--- src/rtl/viterbi_burst_channel.sv ---
// Burst-error channel model sitting between the rate-1/2 convolutional
// encoder and the Viterbi decoder. Symbols pass through one register stage.
// At most one burst of bit[0] inversions is injected per window of WIN valid
// symbols. The burst position comes from a free-running 16-bit LFSR.
// Saturating counters record the symbols, bursts and flipped bits so the
// bench can do its BER accounting.
module viterbi_burst_channel #(
    parameter int          WIN       = 32,
    parameter int          BURST_LEN = 4,
    parameter logic [15:0] LFSR_SEED = 16'h0001,
    parameter int          CNT_W     = 16
) (
    input  logic             clk,
    input  logic             rst,
    input  logic             en_i,
    input  logic             valid_i,
    input  logic [1:0]       sym_i,
    output logic             valid_o,
    output logic [1:0]       sym_o,
    output logic [1:0]       err_mask_o,
    output logic [CNT_W-1:0] burst_ct_o,
    output logic [CNT_W-1:0] bit_err_ct_o,
    output logic [CNT_W-1:0] sym_ct_o
);

    localparam int PW = $clog2(WIN);
    localparam int RW = $clog2(BURST_LEN + 1);
    localparam logic [PW-1:0] MAX_START = PW'(WIN - BURST_LEN);
    localparam logic [RW-1:0] BL_M1     = RW'(BURST_LEN - 1);

    typedef enum logic [1:0] {IDLE, ARMED, BURST} state_t;

    state_t          state, state_nxt;
    logic [15:0]     lfsr;
    logic [PW-1:0]   pos;
    logic [PW-1:0]   start_r, start_nxt;
    logic [RW-1:0]   burst_rem, rem_nxt;
    logic            win_start;
    logic            trig;
    logic [PW-1:0]   raw;
    logic [PW-1:0]   start_calc;
    logic            corrupt;
    logic            first;

    // Saturating increment: the counters stick at all-ones instead of wrapping.
    function automatic logic [CNT_W-1:0] sat_inc(input logic [CNT_W-1:0] v,
                                                 input logic inc);
        return (inc && (v != {CNT_W{1'b1}})) ? v + 1'b1 : v;
    endfunction

    assign win_start  = valid_i && (pos == '0);
    assign trig       = lfsr[0];
    assign raw        = lfsr[PW:1];
    // Clamp the start so that a burst always ends inside its own window.
    assign start_calc = (raw > MAX_START) ? MAX_START : raw;

    // Burst scheduling: decide whether the current symbol is corrupted and pick the next FSM state.
    always_comb begin
        state_nxt = state;
        rem_nxt   = burst_rem;
        start_nxt = start_r;
        corrupt   = 1'b0;
        first     = 1'b0;
        if (!en_i) begin
            // Disabling aborts any pending or running burst; it is not resumed later.
            state_nxt = IDLE;
            rem_nxt   = '0;
        end else if (valid_i) begin
            case (state)
                IDLE: begin
                    if (win_start && trig) begin
                        if (start_calc == '0) begin
                            corrupt   = 1'b1;
                            first     = 1'b1;
                            rem_nxt   = BL_M1;
                            state_nxt = (BL_M1 == '0) ? IDLE : BURST;
                        end else begin
                            start_nxt = start_calc;
                            state_nxt = ARMED;
                        end
                    end
                end
                ARMED: begin
                    if (pos == start_r) begin
                        corrupt   = 1'b1;
                        first     = 1'b1;
                        rem_nxt   = BL_M1;
                        state_nxt = (BL_M1 == '0) ? IDLE : BURST;
                    end
                end
                BURST: begin
                    corrupt = 1'b1;
                    rem_nxt = burst_rem - 1'b1;
                    if (burst_rem == RW'(1)) begin
                        state_nxt = IDLE;
                    end
                end
                default: state_nxt = IDLE;
            endcase
        end
    end

    // Control state: FSM, window position and LFSR. Everything freezes while valid_i is low.
    always_ff @(posedge clk or posedge rst) begin
        if (rst) begin
            state     <= IDLE;
            burst_rem <= '0;
            start_r   <= '0;
            pos       <= '0;
            lfsr      <= LFSR_SEED;
        end else begin
            state     <= state_nxt;
            burst_rem <= rem_nxt;
            start_r   <= start_nxt;
            if (valid_i) begin
                pos <= pos + 1'b1;
            end
            // The LFSR advances at every window start, even when injection is disabled.
            if (win_start) begin
                lfsr <= {lfsr[0] ^ lfsr[2] ^ lfsr[3] ^ lfsr[5], lfsr[15:1]};
            end
        end
    end

    // Output stage: registered symbol, error mask and statistics, all updated only on valid_i.
    always_ff @(posedge clk or posedge rst) begin
        if (rst) begin
            valid_o      <= 1'b0;
            sym_o        <= 2'b00;
            err_mask_o   <= 2'b00;
            burst_ct_o   <= '0;
            bit_err_ct_o <= '0;
            sym_ct_o     <= '0;
        end else begin
            valid_o <= valid_i;
            if (valid_i) begin
                sym_o        <= corrupt ? {sym_i[1], ~sym_i[0]} : sym_i;
                err_mask_o   <= corrupt ? 2'b01 : 2'b00;
                burst_ct_o   <= sat_inc(burst_ct_o, first);
                bit_err_ct_o <= sat_inc(bit_err_ct_o, corrupt);
                sym_ct_o     <= sat_inc(sym_ct_o, 1'b1);
            end
        end
    end

endmodule

--- config.mk ---
export PLATFORM = sky130hd
export DESIGN_NAME = viterbi_burst_channel
export DESIGN_NICKNAME = d
export VERILOG_FILES = /design/src/rtl/viterbi_burst_channel.sv
export SDC_FILE = /design/constraint.sdc
export NUM_CORES = 1
export LEC_CHECK = 0
export BUFFER_PORTS_ARGS = -buffer_cell sky130_fd_sc_hd__clkbuf_2
export CORE_MARGIN = 5
export CORE_UTILIZATION = 45
export DETAILED_ROUTE_END_ITERATION = 8
export PLACE_DENSITY = 0.74
export SLEW_MARGIN = 20
export SYNTH_ARGS = -nofsm -noshare
export SYNTH_HDL_FRONTEND = slang
export SYNTH_SLANG_ARGS = --single-unit
--- constraint.sdc ---
create_clock -name clk -period 3.3 [get_ports clk]
set_clock_uncertainty 0.15 [all_clocks]
set_input_delay 0.165 -clock clk [delete_from_list [all_inputs] [get_ports clk]]
set_output_delay 0.165 -clock clk [all_outputs]
set_load 0.01 [all_outputs]
==> metrics, run 1 <==
worst hold margin=0.07209 ns; die area=0.01082 mm2; WP data arrival=2.63 ns; crit end category=flop; Synth Area per Inst=11.02 um2; WL final=7836 um; Post-Place Cell Area=0.004368 mm2; pre-CTS WS=0.7906 ns; CTS tree=built; Leak=0.002192 uW; Clock Sinks=83; crit path from=lfsr[2]$_DFFE_PP0N_; Die Ht=104.0 um; Compound-Gate Fraction of Synth Area=4.278%; XOR/XNOR Fraction of Synth Area=11.45%; DR vias=2910; first-pass GRT wire length=13800 um; Cell Area, Synth=0.003978 mm2; total CTS buffers=9; crit path kind=reg -> reg; clock latency on the worst-skew pair=0.35 ns; crit path max fanout=10; Critical path destination=bit_err_ct_o[14]$_DFFE_PP0P_; initial antenna violation count=0; Slew Limit Fails=0; Final Non-Filler Cells=539; # fillers=797; core area=0.008678 mm2; Rows=34; largest net degree at the start of global routing=66; required time worst endpoint=3.39 ns; Placer Congestion=0.8301; r2r endpoint=bit_err_ct_o[14]$_DFFE_PP0P_; largest family of logic cells by synthesized area=simple AND/OR/NAND/NOR gates; Slew @ Worst Pin=0.8717 ns; fraction of the mapped netlist area in adder cells=2.202%; post-synthesis cell count=361; final instance area=0.004609 mm2; Detail Route Antenna Nets=0; worst reg2reg path depth=6; Final nets=439; Tmin final=2.532 ns; sequential area share after synthesis=52.25%; flops & latches, synth=83; Max Clk Rate=394.9 MHz; Post-synth ARST share=100.0%; CTS H-tree depth=3; Initial Util=45.83%; worst vdd ir=485.7 uV; # port buffers=57; Synth Area in Simple Gates=19.16%; Via density=5.399; Area Overhead vs Synth=15.89%; register area=0.002078 mm2; Die Wd=104.0 um; max_slew headroom=41.40%; final cycle utilization of the critical path=76.73%; syn nets=374; Initial DRC Count=101; RR Startpoint=lfsr[2]$_DFFE_PP0N_; multi-input logic area=0.001794 mm2; power density cells=513.4 mW/mm2; Hold Fails Final Rpt=0; io pins=59; Worst Setup Start Kind=flop; max-cap violation count=0; post-DP HPWL=5685 um; Placed Cells=519; Primary FF master, synth=dfrtp_1; # hold bufs at CTS=4; # Post-CTS Setup Buffers=0; unique cell type count in the Yosys netlist=46; mux contribution to synthesized area=7.927%; Post-synth EDFFs=0; worst min path class=in -> reg; vias in the first global route=2956; root buffer cell=clkbuf_8; post-CTS resize count=0; gr ovfl total=0; TNS Setup=0 ns; share of cells above drive strength 1=26.45%; DRT Pass-1 Iters=5; clock slew at reported path FFs=0.09 ns; # DRC=0; final setup margin=0.7678 ns; CTS Buffer Depth=2; flop2flop setup slack=0.77 ns; total track usage=15.23%; Synth Warn #=0; Avg WL per Cell=14.54 um; number of antenna diodes=0; status=completed; RSZ-0062 raised after global routing=false; Setup violations, final=0
## cell type report
type / count / area share, %
clock buffers: 9 / 2.687
clock inverters: 7 / 1.656
inverters: 13 / 1.167
multi-input cells: 255 / 38.93
flip-flops and latches: 83 / 45.09
well taps: 108 / 2.932
repair buffers: 64 / 7.546
## worst min-delay path by stage
stage / slack [ns] / to / cells past startpoint / startpoint
global route: 0.06 / valid_o$_DFF_PP0_ / 1 / valid_i
floorplan: 0.05 / valid_o$_DFF_PP0_ / 0 / valid_i
finish: 0.07 / valid_o$_DFF_PP0_ / 1 / valid_i
CTS: 0.06 / valid_o$_DFF_PP0_ / 1 / valid_i
detailed placement: 0.25 / sym_o[1]$_DFFE_PP0P_ / 2 / sym_i[1]
global placement: 0.25 / sym_o[1]$_DFFE_PP0P_ / 2 / sym_i[1]
## stage by stage
stage | util, % | total power, uW
after CTS | 53.10 | 2399
after global placement | 50.33 | 1642
final | 53.11 | 2366
after floorplan | - | 1536
after global routing | 53.11 | 2506
after detailed placement | 50.33 | 1663
## synth_stat cells (all sizes together) (2+ instances only)
master | n | share of area, %
nand2b | 2 | 0.31
a21oi | 4 | 0.60
mux2 | 27 | 7.9
nor3 | 11 | 1.4
and4 | 4 | 0.88
or2 | 2 | 0.31
clkbuf | 6 | 0.57
and3 | 4 | 0.75
a31oi | 2 | 0.31
and2 | 5 | 0.79
nand3 | 22 | 2.8
nor4 | 17 | 3.4
buf | 4 | 0.79
nor2 | 17 | 1.6
or3 | 2 | 0.31
inv | 13 | 1.3
nand4 | 16 | 2.5
nand2 | 34 | 3.2
ha | 7 | 2.2
dfrtp | 82 | 52
xor2 | 22 | 4.8
xnor2 | 30 | 6.6
or4 | 3 | 0.57
o21ai | 12 | 1.6
## critical path, cell delays in order, from the launching register on
cell	delay, ns
dfrtp_1	0.43
or4_1	0.54
nor2_1	0.18
and3_4	0.24
o21ai_2	0.14
nor4_1	0.36
mux2_2	0.38
## layer usage
layer  global-route usage (%)  share of wire [%]  up-vias
met3                    3.538                4.5       12
met2                    23.59                 47       83
met1                    20.62                 47     1425
met4                    6.198                1.6        0
met5                        0                  0        -
li1                         -                  -     1390
## cells by family (layout without fill, tap and decap cells)
family	count (synthesis)	in the layout
fa+ha+maj	7	7
xor+xnor	52	52
compound gates	27	27
simple gates	141	141
flops	83	83
buf+inv	23	93
other cells	1	1
mux	27	27
## layout by cell type, fill, tap and decap left out, types with 3 or more instances in the layout
cell type,instances
or4_1,3
inv_1,11
clkbuf_2,57
nor2_1,17
ha_1,7
nand2_1,34
nand3_1,22
xor2_1,22
and2_1,5
clkbuf_8,9
buf_4,3
o21ai_0,11
a21oi_1,3
and3_1,3
dfrtp_1,82
xnor2_1,30
and4_1,4
nand4_1,16
nor4_1,14
mux2_4,3
dlygate4sd3_1,4
nor3_1,11
mux2_2,24
## power breakdown
group          switching [uW]  leakage [uW]  internal (uW)
combinational             182      0.000995            187
clock                     373     0.0000958            353
sequential                134       0.00110           1140
## sequential cells by signal (all words and copies together) (netlist names)
name / count
start_r: 5
sym_o: 2
lfsr: 16
bit_err_ct_o: 16
pos: 5
burst_ct_o: 16
valid_o: 1
err_mask_o: 1
sym_ct_o: 16
state: 2
burst_rem: 3
(Power assumes the default switching activity.)
==> run 2, diff against run 1 <==
PLACE_DENSITY = 0.77   (was 0.74)
clock period = 2.1 ns   (was 3.3 ns; I/O delays follow)
==> metrics, run 2 (same netlist as run 1, synthesis figures left out) <==
status=finished with violations; violated checks=setup timing; Detail Route Antenna Nets=0 (unchanged); # DRC=0 (unchanged); final cycle utilization of the critical path=109.5% (+33 points); io pins=59 (unchanged); vias in the first global route=3191 (+7.9%); Hold Fails Final Rpt=0 (unchanged); die area=0.01082 mm2 (unchanged); worst path cell trace=or4_4, nor2_4, buf_4, buf_4, buf_4, buf_4, buf_4, or4_4, mux2_4; crit path max fanout=4 (-6); Slew @ Worst Pin=0.6083 ns (-0.2635 ns); CP max stage delay=0.56 ns (+0.02 ns); Tmin final=2.299 ns (-0.2334 ns); DRT Pass-1 Iters=4 (-1); share of cells above drive strength 1=43.85% (+17 points); Final nets=496 (+13%); largest net degree at the start of global routing=84 (+27%); Largest delay share family, worst path=simple AND/OR/NAND/NOR gates; Area Overhead vs Synth=40.42%; crit path kind=reg -> reg; r2r endpoint=start_r[4]$_DFFE_PP0P_; # port buffers=57 (unchanged); Leak=0.002678 uW (+22%); CTS Buffer Depth=2 (unchanged); WP data arrival=2.38 ns (-0.25 ns); RR Startpoint=lfsr[2]$_DFFE_PP0N_; clock latency on the worst-skew pair=0.36 ns (about the same); Via density=5.247 (-2.8%); Slew Limit Fails=0 (unchanged); Setup violations, final=38 (+38); crit end category=flop; Hold Crit Start=valid_i; WL final=9230 um (+18%); Final Non-Filler Cells=596 (+11%); pre-CTS WS=-0.1962 ns (-0.9868 ns); Placed Cells=561 (+8.1%); total CTS buffers=9 (unchanged); DR vias=3127 (+7.5%); RSZ-0062 raised after global routing=true; worst hold endpoint=pos[0]$_DFFE_PP0P_; most common cell after layout, fill and taps aside=dfrtp_1; Initial Util=45.83% (unchanged); initial antenna violation count=0 (unchanged); worst min path class=in -> reg; CTS H-tree depth=3 (unchanged); gr ovfl total=0 (unchanged); core area=0.008678 mm2 (unchanged); number of antenna diodes=0 (unchanged); Placer Congestion=0.8384 (+1.0%); max-cap violation count=0 (unchanged); total track usage=17.42% (+2.2 points); flop2flop setup slack=-0.20 ns (-0.97 ns); required time worst endpoint=2.18 ns (-1.21 ns); worst hold margin=0.09234 ns (+0.02025 ns); post-DP HPWL=6325 um (+11%); worst reg2reg path depth=9 (+3); Clock Sinks=83 (unchanged); Worst Setup Start Kind=flop; Max Clk Rate=435.0 MHz (+10%); Avg WL per Cell=15.49 um (+6.5%); most frequent cells in the layout=dfrtp_1 (82), clkbuf_2 (57), buf_4 (51), nand2_1 (31), xnor2_1 (29); power density cells=753.3 mW/mm2 (+47%); Initial DRC Count=152 (+50%); clock slew at reported path FFs=0.08 ns (about the same); Worst path most repeated cell=buf_4; Critical-path top delay cell=or4_4; first-pass GRT wire length=15740 um (+14%); Buf/Inv on CP=5 (+5); max_slew headroom=59.35% (+18 points); final setup margin=-0.1988 ns (-0.9666 ns); Die Wd=104.0 um (unchanged); CTS tree=built; worst vdd ir=378.6 uV (-22%); Rows=34 (unchanged); hold depth=3 (+2); Die Ht=104.0 um (unchanged); root buffer cell=clkbuf_8
## run 2: cell count changes in the layout (fill, tap and decap cells not counted), sizes merged
cell and delta:
clkinvlp -1, inv -1, bufinv +2, buf +56, dlygate4sd3 +1, clkinv -1, clkbuf +1
## run 2: final cells by class
| type | instances | area (um2) |
|---|---|---|
| clock buffers | 10 | 127.6 |
| clock inverters | 6 | 112.6 |
| fillers | 651 | 3093 |
| inverters | 13 | 55.05 |
| multi-input cells | 255 | 2230 |
| flip-flops and latches | 83 | 2078 |
| well taps | 108 | 135.1 |
| repair buffers | 121 | 847.1 |
## run 2: worst reg2reg max path, stage by stage (launching register included)
cell and delay (ns):
dfrtp_1 0.39, or4_4 0.56, nor2_4 0.15, buf_4 0.12, buf_4 0.09, buf_4 0.09
buf_4 0.09, buf_4 0.09, or4_4 0.15, mux2_4 0.30
## run 2: worst max path at each step
stage / startpoint / endpoint / slack [ns] / cells past startpoint
2_1_floorplan: pos[0]$_DFFE_PP0P_ / start_r[2]$_DFFE_PP0P_ / -0.30 / 8
3_3_place_gp: lfsr[2]$_DFFE_PP0N_ / bit_err_ct_o[14]$_DFFE_PP0P_ / -0.12 / 6
3_5_place_dp: pos[1]$_DFFE_PP0P_ / start_r[0]$_DFFE_PP0P_ / -0.20 / 9
4_1_cts: lfsr[2]$_DFFE_PP0N_ / sym_o[0]$_DFFE_PP0P_ / -0.12 / 7
5_1_grt: lfsr[2]$_DFFE_PP0N_ / sym_o[0]$_DFFE_PP0P_ / -0.28 / 7
6_report: lfsr[2]$_DFFE_PP0N_ / start_r[4]$_DFFE_PP0P_ / -0.20 / 9
## run 2: power by group
group | switching, uW | leakage, uW | internal, uW | total [uW]
Clock | 592 | 0.000121 | 795 | 1390
Combinational | 412 | 0.00146 | 432 | 843
Sequential | 190 | 0.00110 | 1790 | 1980
Total | 1190 | 0.00268 | 3010 | 4210
## run 2: per-layer routing
| metal | wire (um) | GRT usage (%) | part of all wire, % | vias up |
|---|---|---|---|---|
| met2 | 4588 | 28.10 | 50 | 57 |
| li1 | - | - | - | 1517 |
| met5 | 0 | 0 | 0 | - |
| met4 | 76 | 4.625 | 0.82 | 0 |
| met1 | 4223 | 23.49 | 46 | 1543 |
| met3 | 342 | 4.345 | 3.7 | 10 |
## run 2: timing repair
item	CTS	global route
pin swaps	17	16
gates resized for setup	33	12
hold endpoints to repair	90	0
hold buffers	5	0
setup endpoints to repair	34	44
setup buffers	7	8
## run 2: through the flow
step	instance area [um2]	total power [uW]	util, %	setup TNS [ns]
global placement	4960	2685	57.15	-1.491
floorplan	4214	2419	-	-3.264
CTS	5474	4189	63.08	-1.563
finish	5585	4208	64.36	-4.606
detailed placement	4960	2719	57.15	-2.902
global route	5585	4405	64.36	-7.443
==> run 3, diff against run 2 <==
ABC_AREA = 1   (was not set)
PLACE_DENSITY = 0.76   (was 0.77)
==> metrics, run 3 <==
status=completed; Slew Limit Fails=0 (unchanged); # port buffers=57 (unchanged); Post-synth EDFFs=0 (unchanged); Final nets=649 (+31%); first-pass GRT wire length=16130 um (+2.5%); multi-input logic area=0.002067 mm2 (-7.3%); # DRC=0 (unchanged); crit path kind=reg -> reg; Initial Util=45.95% (+0.12 points); WP data arrival=2.11 ns (-0.27 ns); Comb pwr share=25.9% (+5.9 points); gr ovfl total=0 (unchanged); TNS Setup=0 ns (+4.606 ns); Slew @ Worst Pin=0.5195 ns (-0.08873 ns); Int Power=3071 uW (+1.9%); Detail Route Antenna Nets=0 (unchanged); max-cap violation count=0 (unchanged); flops & latches, synth=83 (unchanged); switching share of total power=34.22% (+5.9 points); Worst Setup Start Kind=flop; # fillers=928 (+43%); most common cell after layout, fill and taps aside=nand2_1; most common cell in the netlist=nand2_1; Die Ht=109.7 um (+5.4%); Synth Area per Inst=7.912 um2 (-28%); Hold Fails Final Rpt=0 (unchanged); clock latency on the worst-skew pair=0.36 ns (about the same); Placer Congestion=0.8692 (+3.7%); crit path max fanout=7 (+3); Avg WL per Cell=12.16 um (-21%); worst vdd ir=608.2 uV (+61%); initial antenna violation count=0 (unchanged); max_slew headroom=65.29% (+5.9 points); pre-CTS WS=0.06331 ns (+0.2595 ns); Synth Warn #=0 (unchanged); power density cells=889.2 mW/mm2 (+18%); WL final=9411 um (+2.0%); DR vias=3769 (+21%); Net Switching=1597 uW (+34%); die area=0.01203 mm2 (+11%); vias in the first global route=3677 (+15%); Tmin final=1.975 ns (-0.3234 ns); Clock Sinks=83 (unchanged); sequential power share=47.3% (+0.3 points); unique cell type count in the Yosys netlist=34 (-26%); post-synthesis cell count=565 (+57%); Clock Power Share=26.8% (-6.2 points); Post-synth top cells=nand2_1 (155), dfrtp_1 (82), inv_1 (73), nor2_1 (53), nand3_1 (45); Cell Area, Synth=0.004471 mm2 (+12%); Rows=36 (+5.9%); Primary FF master, synth=dfrtp_1; final setup margin=0.1247 ns (+0.3234 ns); # Post-CTS Setup Buffers=0 (-7); Setup violations, final=0 (-100%); CTS tree=built; worst min path class=in -> async; DRT Pass-1 Iters=5 (+1); core area=0.009729 mm2 (+12%); Area Overhead vs Synth=17.44%; total CTS buffers=9 (unchanged); final cycle utilization of the critical path=94.06% (-15 points); final instance area=0.005250 mm2 (-6.0%); CTS H-tree depth=3 (unchanged); total track usage=16.65% (-0.78 points); RSZ-0062 raised after global routing=false; Post-Place Cell Area=0.004949 mm2 (-0.23%); Die Wd=109.7 um (+5.4%); Max Clk Rate=506.2 MHz (+16%); share of cells above drive strength 1=16.22% (-28 points); crit end category=flop; io pins=59 (unchanged); CTS Buffer Depth=2 (unchanged); most frequent cells in the layout=nand2_1 (154), dfrtp_1 (81), inv_1 (72), clkbuf_2 (57), nor2_1 (50); clock slew at reported path FFs=0.08 ns (about the same); syn nets=578 (+55%); Post-synth ARST share=100.0% (unchanged); area leader, netlist=dfrtp_1; root buffer cell=clkbuf_8; Leak=0.002661 uW (-0.64%); sequential area share after synthesis=46.49% (-5.8 points); number of antenna diodes=0 (unchanged); Yosys top cell area share=45.90% (-5.7 points); required time worst endpoint=2.23 ns (+0.05 ns); largest net degree at the start of global routing=34 (-60%); synth top area cells=dfrtp_1 (46%), nand2_1 (13%), inv_1 (6.1%); register area=0.002079 mm2 (about the same); Initial DRC Count=159 (+4.6%); Via density=4.870 (-7.2%); post-DP HPWL=7006 um (+11%)
-- run 3: changes by cell type after synthesis, sizes merged, moves of 6 or more --
cell / previous run / this run
nand2: 34 / 160
inv: 13 / 74
nor2: 17 / 54
mux2: 27 / 2
nand3: 22 / 46
o21ai: 12 / 30
nor4: 17 / 2
xnor2: 30 / 15
nor3: 11 / 19
a21oi: 4 / 10
-- run 3: path summary, 6_finish.rpt --
path | cells after the start | endpoint | start | slack (ns)
max in group asynchronous | 4 | lfsr[0]$_DFFE_PP1N_ | rst | 1.04
hold reg to reg | 2 | burst_rem[1]$_DFFE_PP0P_ | burst_rem[1]$_DFFE_PP0P_ | 0.34
hold / removal | 3 | bit_err_ct_o[5]$_DFFE_PP0P_ | rst | 0.17
min in group clk | 2 | burst_rem[1]$_DFFE_PP0P_ | burst_rem[1]$_DFFE_PP0P_ | 0.34
setup reg to reg | 9 | sym_ct_o[8]$_DFFE_PP0P_ | sym_ct_o[1]$_DFFE_PP0P_ | 0.12
setup / recovery | 9 | sym_ct_o[8]$_DFFE_PP0P_ | sym_ct_o[1]$_DFFE_PP0P_ | 0.12
-- run 3: logic make-up (layout without fill, tap and decap cells) --
| group | Yosys count | in the layout | synth area share [%] |
|---|---|---|---|
| compound gates | 43 | 43 | 5.010 |
| xor+xnor | 42 | 42 | 8.229 |
| fa+ha+maj | 7 | 7 | 1.959 |
| buf+inv | 86 | 162 | 7.808 |
| flops | 83 | 83 | 46.49 |
| mux | 2 | 2 | 0.5037 |
| other cells | 1 | 1 | 0.08388 |
| simple gates | 301 | 301 | 29.92 |
-- run 3: power by group through the flow --
stage / clock, uW / sequential (uW) / combinational, uW
after floorplan: 0 / 2220 / 829
after global placement: 0 / 2210 / 1140
after detailed placement: 0 / 2230 / 1200
after CTS: 1280 / 2200 / 1210
after global routing: 1360 / 2250 / 1380
final: 1250 / 2210 / 1210
-- run 3: repair_timing --
action                                 in CTS  in global routing
endpoints found under the hold margin      86                  0
setup endpoints to repair                   0                 30
hold buffers                                6                  0
resized for setup                           0                  9
-- run 3: area by class of cell --
type	count	share of cell area [%]
flip-flops and latches	83	39.61
multi-input cells	396	39.37
repair buffers	71	8.198
inverters	75	5.529
well taps	133	3.170
clock buffers	9	2.359
clock inverters	7	1.764
-- run 3: stage by stage --
step / std cells / utilization, % / power [uW] / hold WS [ns]
2_1_floorplan: 565 / - / 3047 / -0.01357
3_3_place_gp: 752 / 50.86 / 3355 / 0.01002
3_5_place_dp: 752 / 50.86 / 3431 / 0.01138
4_1_cts: 774 / 53.70 / 4697 / 0.1675
5_1_grt: 774 / 53.96 / 4993 / 0.2086
6_report: 774 / 53.96 / 4668 / 0.1717
-- run 3: critical path, cell delays in order (launching register included) --
cell     delay, ns
dfrtp_1       0.43
ha_1          0.21
inv_1         0.09
nor2_1        0.05
nand4_1       0.08
nand2_1       0.18
nor2_1        0.26
nand2_1       0.15
nor2_1        0.15
xor2_1        0.15
-- run 3: layer usage --
metal,wire [um],up-vias,track usage (%),share of wire (%)
met3,406,12,3.464,4.3
met4,123,0,6.144,1.3
met2,4508,80,27.38,48
li1,-,1930,-,-
met5,0,-,0,0
met1,4372,1747,21.70,46
